## src/rtl/fix_pkg.sv

```systemverilog
// Shared FIX session definitions: message type codes and scheduler state encoding.
// create_message imports the same message type constants.
package fix_pkg;

  typedef logic [2:0] msg_type_t;

  localparam msg_type_t MSG_NONE  = 3'b000;
  localparam msg_type_t LOGON     = 3'b001;
  localparam msg_type_t HEARTBEAT = 3'b010;
  localparam msg_type_t LOGOUT    = 3'b100;
  localparam msg_type_t BUSINESS  = 3'b111;

  typedef enum logic [2:0] {
    S_IDLE,
    S_START,
    S_WAIT,
    S_ACTIVE,
    S_CLOSED
  } sched_state_t;

endpackage

```

## src/rtl/fix_hb_timer.sv

```systemverilog
// Saturating heartbeat interval counter with clear, enable and a due flag.
// The clear cycle counts as the first elapsed cycle, so a heartbeat starts interval+1 cycles after done.
module fix_hb_timer #(
  parameter int CNT_WIDTH = 32
) (
  input  logic                 clk,
  input  logic                 rst,
  input  logic                 i_en,
  input  logic                 i_clr,
  input  logic [CNT_WIDTH-1:0] i_interval,
  output logic                 o_due
);

  logic [CNT_WIDTH-1:0] r_cnt;
  logic [CNT_WIDTH-1:0] w_base;
  logic [CNT_WIDTH-1:0] w_next;

  always_comb begin
    w_base = i_clr ? '0 : r_cnt;
    if (w_base >= i_interval) begin
      w_next = i_interval;
    end else begin
      w_next = w_base + CNT_WIDTH'(1);
    end
  end

  always_ff @(posedge clk) begin
    if (!rst) begin
      r_cnt <= '0;
    end else if (i_en) begin
      r_cnt <= w_next;
    end else if (i_clr) begin
      r_cnt <= '0;
    end
  end

  assign o_due = (i_interval != '0) && (r_cnt >= i_interval);

endmodule

```

## src/rtl/fix_session_scheduler.sv

```systemverilog
// FIX session controller: picks logon/heartbeat/business/logout, pulses create_message start,
// and owns MsgSeqNum, the heartbeat timer and the completion watchdog.
module fix_session_scheduler
  import fix_pkg::*;
#(
  parameter int SEQ_WIDTH    = 32,
  parameter int CNT_WIDTH    = 32,
  parameter int DONE_TIMEOUT = 4096
) (
  input  logic                 clk,
  input  logic                 rst,
  input  logic                 enable_i,
  input  logic [CNT_WIDTH-1:0] hb_interval_i,
  input  logic                 biz_req_i,
  output logic                 biz_ack_o,
  output logic                 start_o,
  output logic [2:0]           message_type_o,
  output logic [SEQ_WIDTH-1:0] msg_seq_num_o,
  input  logic                 msg_creation_done_i,
  output logic                 session_active_o,
  output logic                 busy_o,
  output logic                 error_o
);

  localparam int                   WD_WIDTH  = $clog2(DONE_TIMEOUT + 1);
  localparam logic [WD_WIDTH-1:0]  WD_LAST   = WD_WIDTH'(DONE_TIMEOUT - 1);
  localparam logic [SEQ_WIDTH-1:0] SEQ_FIRST = SEQ_WIDTH'(1);

  sched_state_t         r_state;
  sched_state_t         w_state_nxt;
  msg_type_t            r_type;
  msg_type_t            w_type_nxt;
  logic [SEQ_WIDTH-1:0] r_seq;
  logic [SEQ_WIDTH-1:0] w_seq_nxt;
  logic [WD_WIDTH-1:0]  r_wd;
  logic [WD_WIDTH-1:0]  w_wd_nxt;
  logic                 r_start;
  logic                 r_ack;
  logic                 r_busy;
  logic                 r_active;
  logic                 w_active_nxt;
  logic                 r_error;
  logic                 w_error_nxt;
  logic                 w_hb_en;
  logic                 w_hb_clr;
  logic                 w_hb_due;

  assign w_hb_en = (r_state != S_IDLE) && (r_state != S_CLOSED);

  fix_hb_timer #(
    .CNT_WIDTH (CNT_WIDTH)
  ) u_hb_timer (
    .clk        (clk),
    .rst        (rst),
    .i_en       (w_hb_en),
    .i_clr      (w_hb_clr),
    .i_interval (hb_interval_i),
    .o_due      (w_hb_due)
  );

  // NOTE: every signal driven here gets a default first, so no path leaves one unassigned (no latch).
  always_comb begin
    w_state_nxt  = r_state;
    w_type_nxt   = r_type;
    w_seq_nxt    = r_seq;
    w_wd_nxt     = r_wd;
    w_active_nxt = r_active;
    w_error_nxt  = r_error;
    w_hb_clr     = 1'b0;
    case (r_state)
      S_IDLE: begin
        if (enable_i) begin
          w_type_nxt  = LOGON;
          w_state_nxt = S_START;
        end
      end
      S_START: begin
        w_wd_nxt    = WD_WIDTH'(1);
        w_state_nxt = S_WAIT;
      end
      S_WAIT: begin
        if (msg_creation_done_i) begin
          w_seq_nxt = (r_seq == '1) ? SEQ_FIRST : r_seq + SEQ_WIDTH'(1);
          w_hb_clr  = 1'b1;
          if (r_type == LOGOUT) begin
            w_active_nxt = 1'b0;
            w_state_nxt  = S_CLOSED;
          end else begin
            if (r_type == LOGON) w_active_nxt = 1'b1;
            w_state_nxt = S_ACTIVE;
          end
        end else if (r_wd >= WD_LAST) begin
          // Watchdog expiry: the message is abandoned and MsgSeqNum is not consumed.
          w_error_nxt  = 1'b1;
          w_active_nxt = 1'b0;
          w_state_nxt  = S_CLOSED;
        end else begin
          w_wd_nxt = r_wd + WD_WIDTH'(1);
        end
      end
      S_ACTIVE: begin
        if (!enable_i) begin
          w_type_nxt  = LOGOUT;
          w_state_nxt = S_START;
        end else if (biz_req_i) begin
          w_type_nxt  = BUSINESS;
          w_state_nxt = S_START;
        end else if (w_hb_due) begin
          w_type_nxt  = HEARTBEAT;
          w_state_nxt = S_START;
        end
      end
      S_CLOSED: begin
        if (!enable_i) w_state_nxt = S_IDLE;
      end
      default: w_state_nxt = S_IDLE;
    endcase
  end

  // NOTE: sequential state uses non-blocking assignments only; outputs are registered from next-state decode.
  always_ff @(posedge clk) begin
    if (!rst) begin
      r_state  <= S_IDLE;
      r_type   <= MSG_NONE;
      r_seq    <= SEQ_FIRST;
      r_wd     <= '0;
      r_start  <= 1'b0;
      r_ack    <= 1'b0;
      r_busy   <= 1'b0;
      r_active <= 1'b0;
      r_error  <= 1'b0;
    end else begin
      r_state  <= w_state_nxt;
      r_type   <= w_type_nxt;
      r_seq    <= w_seq_nxt;
      r_wd     <= w_wd_nxt;
      r_start  <= (w_state_nxt == S_START);
      r_ack    <= (w_state_nxt == S_START) && (w_type_nxt == BUSINESS);
      r_busy   <= (w_state_nxt == S_START) || (w_state_nxt == S_WAIT);
      r_active <= w_active_nxt;
      r_error  <= w_error_nxt;
    end
  end

  assign start_o          = r_start;
  assign biz_ack_o        = r_ack;
  assign busy_o           = r_busy;
  assign session_active_o = r_active;
  assign error_o          = r_error;
  assign message_type_o   = r_type;
  assign msg_seq_num_o    = r_seq;

endmodule

```

## config.mk

```make
export PLATFORM = sky130hd
export DESIGN_NAME = fix_session_scheduler
export DESIGN_NICKNAME = d
export VERILOG_FILES = /design/src/rtl/fix_pkg.sv /design/src/rtl/fix_hb_timer.sv /design/src/rtl/fix_session_scheduler.sv
export SDC_FILE = /design/constraint.sdc
export NUM_CORES = 1
export LEC_CHECK = 0
export CELL_PAD_IN_SITES_DETAIL_PLACEMENT = 0
export CELL_PAD_IN_SITES_GLOBAL_PLACEMENT = 1
export CORE_ASPECT_RATIO = 0.75
export CORE_UTILIZATION = 30
export CTS_CLUSTER_DIAMETER = 120
export CTS_CLUSTER_SIZE = 14
export DETAILED_ROUTE_END_ITERATION = 7
export PLACE_DENSITY_LB_ADDON = 0.1
export REMOVE_ABC_BUFFERS = 1
export SYNTH_ARGS = -nofsm -noshare
export SYNTH_HDL_FRONTEND = slang
export SYNTH_HIERARCHICAL = 1
export SYNTH_SLANG_ARGS = --single-unit
```

## constraint.sdc

```tcl
create_clock -name clk -period 5.6 [get_ports clk]
set_clock_uncertainty 0.1 [all_clocks]
set_input_delay 0.84 -clock clk [delete_from_list [all_inputs] [get_ports clk]]
set_output_delay 0.84 -clock clk [all_outputs]
set_load 0.02 [all_outputs]
```

==> results of run 1 <==
cells in the mapped netlist (all sizes together) (5+ instances only):
| master | number |
|---|---|
| or3 | 9 |
| inv | 51 |
| nor2b | 27 |
| buf | 11 |
| o21ai | 37 |
| a21o | 10 |
| o21a | 6 |
| o221ai | 5 |
| nand3 | 48 |
| xor2 | 15 |
| nand2 | 67 |
| and4 | 11 |
| nand4 | 42 |
| a21oi | 39 |
| nor2 | 77 |
| and2 | 17 |
| nor3 | 23 |
| nand2b | 12 |
| o211ai | 13 |
| or4 | 7 |
| clkbuf | 32 |
| dfxtp | 88 |
| a211oi | 5 |
| ha | 66 |
| mux2i | 9 |
| xnor2 | 22 |
| nor4 | 21 |
| o31ai | 5 |
| and3 | 14 |
flip-flops by register name (all words and copies together), names as in the netlist:
signal	count
message_type_o	3
biz_ack_o	1
r_wd	13
busy_o	1
r_state	3
u_hb_timer/r_cnt	32
start_o	1
msg_seq_num_o	32
session_active_o	1
error_o	1
cell type report:
| class | instances | area [sq um] |
|---|---|---|
| multi-input cells | 671 | 4540 |
| clock buffers | 10 | 229 |
| clock inverters | 6 | 51.3 |
| flip-flops and latches | 88 | 1760 |
| well taps | 288 | 360 |
| inverters | 52 | 195 |
| fillers | 2223 | 13500 |
| repair buffers | 91 | 868 |
worst max-delay path, delay by kind of cell:
family / cells / cell delay [ps]
adders and majority gates: 1 / 350
and+or+nand+nor: 5 / 1610
buffers and inverters: 3 / 1070
AOI/OAI and AO/OA: 5 / 1160
per-stage QoR:
step	hold slack [ps]	worst slack [ps]	util, %	cells
floorplan	347	510	-	811
CTS	388	748	37.3	1206
global route	415	511	37.3	1206
detailed placement	361	373	36.0	1190
global placement	358	466	36.0	1190
finish	392	678	37.3	1206
worst max-delay path by stage:
stage	cells after the start	to	slack [ps]
floorplan	12	u_hb_timer/r_cnt[31]$_SDFF_PN0_	510
global placement	14	u_hb_timer/r_cnt[31]$_SDFF_PN0_	470
detailed placement	15	u_hb_timer/r_cnt[31]$_SDFF_PN0_	370
CTS	15	u_hb_timer/r_cnt[31]$_SDFF_PN0_	750
global route	15	u_hb_timer/r_cnt[31]$_SDFF_PN0_	510
finish	14	u_hb_timer/r_cnt[5]$_SDFF_PN0_	680
report_power, final:
group | total (mW) | switching [mW] | internal, mW | leakage (nW)
clock | 0.606 | 0.298 | 0.308 | 0.134
sequential | 0.648 | 0.0127 | 0.635 | 0.710
combinational | 0.234 | 0.150 | 0.0840 | 2.43
total | 1.49 | 0.461 | 1.03 | 3.27
kinds of logic (layout without fill, tap and decap cells):
logic type | count (synthesis) | count (layout) | synth area share [%]
compound gates | 169 | 169 | 17.3
xor+xnor | 37 | 37 | 4.86
fa+ha+maj | 66 | 66 | 12.4
buf+inv | 95 | 159 | 5.78
flops | 88 | 88 | 26.4
mux | 9 | 9 | 1.35
simple gates | 390 | 390 | 31.9
metal layers:
metal	global-route usage, %	vias up	part of all wire, %
li1	-	3245	-
met1	27.9	3137	51
met2	30.3	191	42
met3	3.78	34	5.4
met4	7.17	0	2.1
met5	0	-	0
==> run metrics, run 1 <==
Post-CTS Setup Inserts 0; Vias/cell 5.48; Post-Syn Area 6670 sq um; Critical R2R Launch r_state[1]$_SDFF_PN0_; Design Power 1.49 mW; post_cts resized 0; average size of a mapped cell 7.80 sq um; status completed; antenna cells 0; Buffers on Ports 76; Longest Clk Path Bufs 2; worst vdd ir 122 uV; Reg2Reg Setup Slack 1190 ps; CP Launch Type primary input; final worst path period need 4920 ps; design area 8000 sq um; hold path endpoint r_wd[6]$_SDFFE_PN0P_; largest net degree at the start of global routing 45; routed length per placed instance 18.4 um; DRT iter0 DRCs 470; worst r2r dst u_hb_timer/r_cnt[5]$_SDFF_PN0_; critical path startpoint msg_creation_done_i; Final Max Tran Viols 0; Rows 46; final antenna-violating net count 0; Async S/R FF share, synth 0%; I/O Pins 77; final setup fails 0; Area Overhead vs Synth 20.1%; cells along the critical path clkdlybuf4s50_1, and4bb_2, nor2_1, ha_1, a21oi_1, o21ai_0, a221oi_1, and3_1, a2111oi_4, buf_4, nor2_4, buf_4, nor2_1, o31ai_1; Hold Path Cell Cnt 2; clk sinks 88; worst min-delay path category flop to flop; most frequent cells in the layout dfxtp_1, clkdlybuf4s50_1, nor2_1; fin crit share 87.9%; top cells by area, synth dfxtp_1, ha_1, nor2_1, nand2_1, nand4_1; vias in the first global route 6,522; Final Hold Fails 0; Worst path slowest cell and4bb_2; Root Buffer clkbuf_16; Post-synth EDFFs 0; Crit. End Element flop; final WL 22,200 um; dpl cell area 7720 sq um; Synth Register Bits 88; CTS Buf Count 9; Unique masters post-synth 80; H-tree depth 3; warnings from Yosys 6; critical path peak fanout 36; layout cells sized above 1 5.77%; Main synth FF type dfxtp_1; CP Data Arrival Time 5080 ps; full die area 22,800 sq um; critical path class primary input to flop; initial antenna violation count 0; DRC viols 0; slew margin rel. 31.8%; core area 21,500 sq um; Placer Congestion 0.888; Critical Path Max Stage Delay 850 ps; RSZ-0062 raised after global routing false; routed vias 6,607; DP HPWL 16,400 um; grt total ovfl 0; top cell type's share of synthesized area 26.4%; first-pass GRT wire length 35,400 um; Mapped Cells 854; DRT Pass-1 Iters 4; number of max-cap violations 0; Peak Freq 203 MHz; Worst-Margin Slew 1010 ps; clk slew on worst S/H paths 70 ps; sequential area share after synthesis 26.4%; Worst R2R Path Depth 13; All-Layer GR Usage 19.9%; worst hold start r_wd[6]$_SDFFE_PN0P_; area leader, netlist dfxtp_1; commonest non-fill, non-tap cell in the layout dfxtp_1; CTS Hold Bufs 0; Leak 3.27 nW; Post-Route Setup TNS 0 ps; Die Wd 174 um; CTS tree yes; Initial Util 31.0%; clk_lat worst skew 360 ps; NumNets Final 1,016; Worst EP required 5750 ps; Die Height 131 um; pwr dens 186 nW/um^2
(Power assumes the default switching activity.)
==> run 2: changes to the inputs <==
- SKIP_CTS_REPAIR_TIMING: default -> 1
==> results of run 2 <==
Same layout as run 1: the final DEF is identical, and so are final timing and power.
